## src/rtl/mux_arb_pkg.sv

```systemverilog
// Shared definitions for the round-robin mux arbiter: FSM state encoding,
// the default grant hold limit and a one-hot helper.
package mux_arb_pkg;

  typedef enum logic {
    IDLE  = 1'b0,
    GRANT = 1'b1
  } arb_state_e;

  localparam int unsigned MAX_HOLD_DEFAULT = 8;

  function automatic logic [3:0] onehot4(input logic [1:0] idx);
    return 4'b0001 << idx;
  endfunction

endpackage

```

## src/rtl/mux_rr_arbiter_if.sv

```systemverilog
// Request/data/grant bundle between four sources and the mux arbiter.
interface mux_rr_arbiter_if #(
  parameter int unsigned W = 4
);
  logic [3:0]   req;
  logic [W-1:0] D0;
  logic [W-1:0] D1;
  logic [W-1:0] D2;
  logic [W-1:0] D3;
  logic [3:0]   grant;
  logic [1:0]   sel;
  logic [W-1:0] Y;
  logic         y_valid;

  modport master (
    output req, D0, D1, D2, D3,
    input  grant, sel, Y, y_valid
  );

  modport slave (
    input  req, D0, D1, D2, D3,
    output grant, sel, Y, y_valid
  );
endinterface

```

## src/rtl/mux_rr_arbiter_rr_pick.sv

```systemverilog
// Combinational round-robin picker: first set request at or above ptr,
// wrapping from 3 back to 0.
module rr_pick (
  input  logic [3:0] req,
  input  logic [1:0] ptr,
  output logic [1:0] idx,
  output logic       any
);

  logic [1:0] cand;
  logic       found;

  always_comb begin
    idx   = '0;
    any   = |req;
    cand  = '0;
    found = 1'b0;
    for (int unsigned k = 0; k < 4; k++) begin
      cand = ptr + k[1:0];
      if (req[cand] && !found) begin
        idx   = cand;
        found = 1'b1;
      end
    end
  end

endmodule

```

## src/rtl/mux_rr_arbiter.sv

```systemverilog
// Four-source round-robin arbiter with registered grant/sel and muxed data.
// Optional grant timeout enabled by defining MUX_ARB_TIMEOUT_EN.
module mux_rr_arbiter
  import mux_arb_pkg::*;
#(
  parameter int unsigned W        = 4,
  parameter int unsigned MAX_HOLD = MAX_HOLD_DEFAULT
) (
  input  logic             clk,
  input  logic             reset,
  mux_rr_arbiter_if.slave  bus
);

  arb_state_e   state_q, state_d;
  logic [1:0]   ptr_q, ptr_d;
  logic [3:0]   grant_q, grant_d;
  logic [1:0]   sel_q, sel_d;
  logic [W-1:0] y_q, y_d;
  logic         yv_q, yv_d;

  logic [1:0]   pick_idx;
  logic         pick_any;
  logic [W-1:0] d_sel;
  logic         timeout;
  logic         leave;

  rr_pick u_rr_pick (
    .req (bus.req),
    .ptr (ptr_q),
    .idx (pick_idx),
    .any (pick_any)
  );

  always_comb begin
    d_sel = '0;
    case (sel_q)
      2'd0: d_sel = bus.D0;
      2'd1: d_sel = bus.D1;
      2'd2: d_sel = bus.D2;
      2'd3: d_sel = bus.D3;
      default: d_sel = '0;
    endcase
  end

  assign leave = (state_q == GRANT) && (!bus.req[sel_q] || timeout);

`ifdef MUX_ARB_TIMEOUT_EN
  // Counts completed GRANT cycles; timeout fires on the MAX_HOLD-th one.
  localparam int unsigned HW = (MAX_HOLD < 2) ? 1 : $clog2(MAX_HOLD);
  logic [HW-1:0] hold_q, hold_d;

  assign timeout = (hold_q == HW'(MAX_HOLD - 1));

  always_comb begin
    hold_d = '0;
    if (state_q == GRANT && !leave) hold_d = hold_q + 1'b1;
  end

  always_ff @(posedge clk or posedge reset) begin
    if (reset) hold_q <= '0;
    else       hold_q <= hold_d;
  end
`else
  assign timeout = 1'b0;
`endif

  always_comb begin
    state_d = state_q;
    ptr_d   = ptr_q;
    grant_d = grant_q;
    sel_d   = sel_q;
    y_d     = '0;
    yv_d    = 1'b0;
    case (state_q)
      IDLE: begin
        grant_d = '0;
        sel_d   = '0;
        if (pick_any) begin
          state_d = GRANT;
          grant_d = onehot4(pick_idx);
          sel_d   = pick_idx;
          ptr_d   = pick_idx + 2'd1;
        end
      end
      GRANT: begin
        y_d  = d_sel;
        yv_d = 1'b1;
        if (leave) begin
          state_d = IDLE;
          grant_d = '0;
          sel_d   = '0;
        end
      end
      default: begin
        state_d = IDLE;
        grant_d = '0;
        sel_d   = '0;
      end
    endcase
  end

  always_ff @(posedge clk or posedge reset) begin
    if (reset) begin
      state_q <= IDLE;
      ptr_q   <= '0;
      grant_q <= '0;
      sel_q   <= '0;
      y_q     <= '0;
      yv_q    <= 1'b0;
    end else begin
      state_q <= state_d;
      ptr_q   <= ptr_d;
      grant_q <= grant_d;
      sel_q   <= sel_d;
      y_q     <= y_d;
      yv_q    <= yv_d;
    end
  end

  assign bus.grant   = grant_q;
  assign bus.sel     = sel_q;
  assign bus.Y       = y_q;
  assign bus.y_valid = yv_q;

endmodule

```

## src/flat_wrapper.sv

```systemverilog
// flat-port wrapper written by rule: the top's interface ports become plain ports
module mux_rr_arbiter_flat import mux_arb_pkg::*;
#(
  parameter int unsigned W        = 4,
  parameter int unsigned MAX_HOLD = MAX_HOLD_DEFAULT
)
  (clk, reset, bus_req, bus_D0, bus_D1, bus_D2, bus_D3, bus_grant, bus_sel, bus_Y, bus_y_valid);
  mux_rr_arbiter_if #(.W(W)) bus_i ();
  input  logic clk;
  input  logic reset;
  input wire logic [$bits(bus_i.req)-1:0] bus_req;
  input wire logic [$bits(bus_i.D0)-1:0] bus_D0;
  input wire logic [$bits(bus_i.D1)-1:0] bus_D1;
  input wire logic [$bits(bus_i.D2)-1:0] bus_D2;
  input wire logic [$bits(bus_i.D3)-1:0] bus_D3;
  output wire logic [$bits(bus_i.grant)-1:0] bus_grant;
  output wire logic [$bits(bus_i.sel)-1:0] bus_sel;
  output wire logic [$bits(bus_i.Y)-1:0] bus_Y;
  output wire logic [$bits(bus_i.y_valid)-1:0] bus_y_valid;
  assign bus_i.req = bus_req;
  assign bus_i.D0 = bus_D0;
  assign bus_i.D1 = bus_D1;
  assign bus_i.D2 = bus_D2;
  assign bus_i.D3 = bus_D3;
  assign bus_grant = bus_i.grant;
  assign bus_sel = bus_i.sel;
  assign bus_Y = bus_i.Y;
  assign bus_y_valid = bus_i.y_valid;
  mux_rr_arbiter #(.W(W), .MAX_HOLD(MAX_HOLD)) u_core (.clk(clk), .reset(reset), .bus(bus_i));
endmodule
```

## config.mk

```make
export PLATFORM = sky130hd
export DESIGN_NAME = mux_rr_arbiter_flat
export DESIGN_NICKNAME = d
export VERILOG_FILES = /design/src/rtl/mux_arb_pkg.sv /design/src/rtl/mux_rr_arbiter_if.sv /design/src/rtl/mux_rr_arbiter_rr_pick.sv /design/src/rtl/mux_rr_arbiter.sv /design/src/flat_wrapper.sv
export SDC_FILE = /design/constraint.sdc
export NUM_CORES = 1
export LEC_CHECK = 0
export BUFFER_PORTS_ARGS = -buffer_cell sky130_fd_sc_hd__buf_2
export CAP_MARGIN = 20
export CORE_MARGIN = 8
export CORE_UTILIZATION = 42
export CTS_CLUSTER_SIZE = 30
export DETAILED_ROUTE_END_ITERATION = 7
export PLACE_DENSITY = 0.74
export SLEW_MARGIN = 20
export SYNTH_ARGS = -nofsm -noshare
export SYNTH_HDL_FRONTEND = slang
export SYNTH_SLANG_ARGS = --single-unit
```

## constraint.sdc

```tcl
create_clock -name clk -period 1.5 [get_ports clk]
set_input_delay 0.3 -clock clk [delete_from_list [all_inputs] [get_ports clk]]
set_output_delay 0.3 -clock clk [all_outputs]
set_load 0.1 [all_outputs]
```

==> results of run 1 <==
-- stage by stage --
stage               cells  hold WS [ns]  setup WS [ns]
floorplan              63         0.189        -0.0493
CTS                   133        0.0527        -0.0119
finish                133        0.0363       -0.00191
detailed placement    128         0.370        -0.0586
global route          133        0.0836        -0.0584
global placement      128         0.363        -0.0518
-- synthesized netlist by cell type, drive strengths merged --
| master | n | area share (%) |
|---|---|---|
| a32o | 1 | 1.2 |
| nor2b | 1 | 0.78 |
| mux4 | 4 | 11 |
| a21boi | 1 | 0.93 |
| ha | 4 | 6.2 |
| inv | 3 | 1.4 |
| dfrtp | 14 | 43 |
| nand2 | 2 | 0.93 |
| o31a | 1 | 1.1 |
| and2 | 7 | 5.4 |
| or2 | 2 | 1.6 |
| o21bai | 2 | 1.9 |
| o2bb2ai | 1 | 1.9 |
| mux2 | 2 | 3.7 |
| mux2i | 2 | 2.5 |
| buf | 2 | 2.0 |
| a22o | 4 | 4.3 |
| o31ai | 1 | 0.93 |
| o22ai | 1 | 0.78 |
| nor4 | 1 | 2.6 |
| o221ai | 1 | 1.1 |
| nor2 | 3 | 1.7 |
| nand2b | 3 | 2.3 |
-- cell type report --
class | count | share of cell area (%)
timing repair buffer | 41 | 21.7
clock buffer | 4 | 2.21
sequential | 14 | 30.3
multi-input combinational | 44 | 42.1
inverter | 3 | 0.946
tap | 27 | 2.84
-- sequential cells by signal, summed over array words and instances, names as in the netlist --
register / cells
u_core.bus.sel: 2
u_core.bus.grant: 4
u_core.state_q: 1
u_core.bus.y_valid: 1
u_core.ptr_q: 2
u_core.bus.Y: 4
-- logic make-up after synthesis --
logic type               Yosys count
buffers and inverters              5
flip-flops                        14
adder cells (fa/ha/maj)            4
multiplexers                       8
AND/OR/NAND/NOR                   19
AO/OA/AOI/OAI                     13
-- final timing paths --
path	start	to	slack [ns]
max in group asynchronous	reset	u_core.bus.sel[0]$_DFFE_PP0P_	1.08
worst max register to register	u_core.ptr_q[1]$_DFFE_PP0P_	u_core.bus.grant[2]$_DFFE_PP0P_	-0.002
worst min register to register	u_core.bus.grant[0]$_DFFE_PP0P_	u_core.bus.grant[0]$_DFFE_PP0P_	0.50
worst min-delay path	reset	u_core.bus.y_valid$_DFF_PP0_	0.04
min in group clk	bus_D2[2]	u_core.bus.Y[2]$_DFF_PP0_	0.43
worst max-delay path	u_core.ptr_q[1]$_DFFE_PP0P_	u_core.bus.grant[2]$_DFFE_PP0P_	-0.002
-- repair_timing --
action                     CTS  global route
resized for setup            6             7
pin swaps                    6             5
setup endpoints to repair    4             4
gates cloned                 0             0
buffers inserted             1             0
-- routing by layer --
layer,vias up,wire (um)
met4,0,49
met1,318,813
li1,322,-
met3,5,108
met5,-,0
met2,27,935
-- worst register-to-register path, cell delays in order (launching register included) --
cell and delay, ns:
dfrtp_2 0.46, a21boi_2 0.16, o22ai_2 0.13, or2_1 0.28, ha_2 0.17, a22o_1 0.20
==> impl_metrics.csv, run 1 <==
group,metric,value,unit
synth,synth_compound_area_share,14.1,%
flow_run,cap_violations,0,
timing,period_minus_slack,1.50,ns
clocking,cts_tree,"built",
setup_path,slowest_stage,"dfrtp_2",
layout,final_util,63.2,%
global_route,grt_overflow,0,
timing,max_slew_margin,65.4,%
routing,vias,672,
synth,synth_area,806,um^2
synth,synth-xor-area-share,0,%
routing,vias_per_cell,5.05,
setup_path,cp_max_fo,6,
synth,synth_nets,89,
clocking,numCtsBuffers,3,
placed_design,port_buffers,32,
hold_path,worstHoldPathType,"primary input to async pin",
routing,firstDrtPassIters,4,
setup_path,worst-path-buf-inv,0,
outcome,violations,"negative setup slack",
global_route,use_met3,2.15,%
clocking,cts_sinks,14,
setup_path,crit_type,"flip-flop to flip-flop",
setup_path,critical_path.top_delay_family,"compound AO/OA/AOI/OAI gates",
placed_design,gp_congestion,0.793,
layout,mostFrequentLayoutCells,"buf_2, dfrtp_1, buf_4, and2_1",
layout,antenna_cells,0,
clocking,clk_pin_slew,0.08,ns
setup_path,endpoint_kind,"flip-flop",
global_route,grt_pass1_vias,704,
setup_path,required,1.67,ns
timing,rsz0062_at_grt,"yes",
setup_path,arrival,1.67,ns
layout,ff_latch_area,360,um^2
global_route,grt_use_met1,12.1,%
clocking,cts_root_buf,"clkbuf_4",
routing,first_iter_violations,12,
timing,hold_viol_final,0,
synth,synth_top_family_by_area,"multiplexers",
setup_path,path_depth,5,
timing,final-setup-viol-count,1,
global_route,antenna_found_initial,0,
timing,worst_slack,-0.00191,ns
timing,clock_skew,0.00275,ns
clocking,worstSkewPairLatency,0.28,ns
global_route,grt.met2_usage,19.1,%
layout,fill_cells,176,
synth,ys_types,25,
routing,postRouteAntennaNets,0,
layout,nets,133,
clocking,htree_levels,1,
timing,period_share,100,%
floorplan,num_rows,16,
timing,worst_pin_slew,0.518,ns
global_route,grt_max_degree,15,
synth,yosys.area_share.adder,6.21,%
floorplan,ios,33,
layout,final_common_cell,"buf_2",
global_route,grt_pass1_wl,3040,um
layout,final_layout_size_suffix_gt1_share,63.2,%
layout,areaGrowthSynthToFinish,47.7,%
layout,multi_input_area,500,um^2
placed_design,placed_cell_area,0.00110,mm^2
layout,postLayoutCellArea,0.00119,mm^2
clocking,cts.path.max_buffers,2,
synth,netlist_instances,63,
outcome,status,"finished with violations",
synth,ys_seq_area_share,43.5,%
synth,avgSynthCellArea,12.8,um^2
floorplan,dieArea,0.00358,mm^2
routing,drc_errors,0,
setup_path,worstRegToRegCells,5,
routing,routed_wirelength,1910,um
setup_path,path_cells,"a21boi_2, o22ai_2, or2_1, ha_2, a22o_1",
floorplan,core-area,0.00188,mm^2
clocking,cts_hold_buf,0,
synth,synth.mux.area_fraction,17.4,%
global_route,grt.total_usage,11.2,%
timing,fin_setup_tns,-0.00191,ns
routing,wl_per_cell,14.3,um
timing,fmax,0.666,GHz
synth,synth_warnings,0,
global_route,top_usage_layer,"met2",
synth,yosys.area_share.simple,15.4,%
floorplan,start_util,42.8,%
synth,yosys_register_bits,14,
timing,maxSlewViolCount,0,
setup_path,max_stage_delay,0.46,ns
placed_design,dp_hpwl,1530,um
setup_path,startpoint_type,"flip-flop",
floorplan,die_w,59.8,um
floorplan,die_h,59.8,um
Power of run 1 is not shown: default switching activity piles up to over one toggle a cycle in this logic, so the estimate is an artifact.
==> inputs of run 2 (changes only) <==
--- a/config.mk
+++ b/config.mk
@@ -12,6 +12,7 @@
 export CTS_CLUSTER_SIZE = 30
 export DETAILED_ROUTE_END_ITERATION = 7
 export PLACE_DENSITY = 0.74
+export REMOVE_ABC_BUFFERS = 1
 export SLEW_MARGIN = 20
 export SYNTH_ARGS = -nofsm -noshare
 export SYNTH_HDL_FRONTEND = slang
==> run 2 against run 1 <==
Against the previous run: the run still ends with negative setup slack left; hold slack improved by 0.016 ns; routed wire length up 5.2%; final area decreased by 0.11%; sequential share of layout area down 0.71 points; critical endpoint is now u_core.ptr_q[1]$_DFFE_PP0P_; global-route usage increased by 1.0 points; non-clock buffer count is 3 higher; final cell count rose by 1.5%; via count is 0.15% lower; flip-flop and latch count is the same; fmax about the same.
==> impl_metrics.csv, run 2 (synthesis results as in run 1) <==
group,metric,value,unit
outcome,status,"finished with violations",
outcome,violations,"negative setup slack",
global_route,grt_overflow,0,
setup_path,timing.rr.start,"u_core.ptr_q[1]$_DFFE_PP0P_",
routing,first_iter_violations,9,
floorplan,die_w,59.8,um
timing,period_share,100,%
routing,vias,671,
floorplan,ios,33,
floorplan,dieArea,0.00358,mm^2
setup_path,startpoint_type,"flip-flop",
timing,fin_setup_tns,-0.00381,ns
global_route,grt_pass1_vias,756,
layout,antenna_cells,0,
floorplan,die_h,59.8,um
setup_path,cp_max_fo,5,
hold_path,worstHoldPathType,"primary input to async pin",
setup_path,crit_type,"flip-flop to flip-flop",
layout,final_util,63.2,%
floorplan,start_util,42.8,%
global_route,grt_pass1_wl,3380,um
clocking,cts.path.max_buffers,2,
setup_path,worstRegToRegCells,5,
clocking,cts_root_buf,"clkbuf_4",
timing,hold_slack,0.0527,ns
layout,final_common_cell,"buf_2",
layout,final_layout_size_suffix_gt1_share,63.9,%
routing,routed_wirelength,2010,um
global_route,grt.total_usage,12.3,%
timing,clock_skew,0.000613,ns
routing,wl_per_cell,14.9,um
global_route,antenna_found_initial,0,
routing,postRouteAntennaNets,0,
global_route,grt_max_degree,15,
timing,maxSlewViolCount,0,
layout,nets,136,
clocking,cts_tree,"built",
floorplan,num_rows,16,
timing,hold_viol_final,0,
timing,worst_slack,-0.00266,ns
flow_run,cap_violations,0,
clocking,cts_sinks,14,
floorplan,core-area,0.00188,mm^2
clocking,htree_levels,1,
timing,rsz0062_at_grt,"yes",
placed_design,dp_hpwl,1580,um
placed_design,placed_cell_area,0.00109,mm^2
setup_path,arrival,1.65,ns
routing,firstDrtPassIters,2,
timing,worst_pin_slew,0.507,ns
setup_path,required,1.65,ns
layout,mostFrequentLayoutCells,"buf_2, dfrtp_1, buf_4, and2_1",
timing,final-setup-viol-count,2,
timing,fmax,0.665,GHz
setup_path,endpoint_kind,"flip-flop",
routing,drc_errors,0,
timing,max_slew_margin,66.2,%
clocking,numCtsBuffers,3,
setup_path,crit_start,"u_core.ptr_q[1]$_DFFE_PP0P_",
clocking,clk_pin_slew,0.08,ns
layout,areaGrowthSynthToFinish,47.5,%
timing,period_minus_slack,1.50,ns
clocking,worstSkewPairLatency,0.26,ns
placed_design,gp_congestion,0.840,
placed_design,port_buffers,32,
layout,postLayoutCellArea,0.00119,mm^2
routing,vias_per_cell,4.97,
-- run 2: final timing paths --
path | slack (ns) | endpoint
min in group clk | 0.46 | u_core.bus.Y[0]$_DFF_PP0_
min | 0.05 | u_core.bus.grant[0]$_DFFE_PP0P_
max in group asynchronous | 1.08 | u_core.ptr_q[1]$_DFFE_PP0P_
min reg2reg | 0.51 | u_core.bus.grant[1]$_DFFE_PP0P_
max | -0.003 | u_core.ptr_q[1]$_DFFE_PP0P_
max reg2reg | -0.003 | u_core.ptr_q[1]$_DFFE_PP0P_
-- run 2: final cells by class --
type                    instances  area (um^2)
clock buffers                   3         22.5
flip-flops and latches         14          352
repair buffers                 44          280
well taps                      27         33.8
fillers                       173          693
multi-input cells              44          489
inverters                       3         11.3
-- run 2: routing by layer --
layer | GRT usage [%] | part of all wire [%] | vias up
met1 | 12.3 | 38 | 325
met4 | 2.04 | 0.85 | 0
li1 | - | - | 323
met2 | 24.0 | 53 | 21
met3 | 3.66 | 7.9 | 2
met5 | 0 | 0 | -
-- run 2: what timing repair did --
action                                  in CTS  in global routing
gates cloned                                 0                  0
resized for setup                           10                  4
pin swaps                                    6                  2
hold buffers                                 0                  0
endpoints found under the setup margin       4                  4
setup buffers                                2                  0
-- run 2: critical path, stage by stage (launching register included) --
cell      delay [ns]
dfrtp_2         0.45
and2_4          0.18
o221ai_4        0.14
and2_4          0.19
ha_4            0.19
mux2_4          0.24
-- run 2: through the flow --
| step | setup slack (ns) | std cells |
|---|---|---|
| 5_1_grt | -0.0667 | 135 |
| 3_3_place_gp | -0.0306 | 130 |
| 3_5_place_dp | -0.124 | 130 |
| 6_report | -0.00266 | 135 |
| 2_1_floorplan | -0.405 | 61 |
| 4_1_cts | -0.0144 | 135 |
Power of run 2 is left out for the same reason.
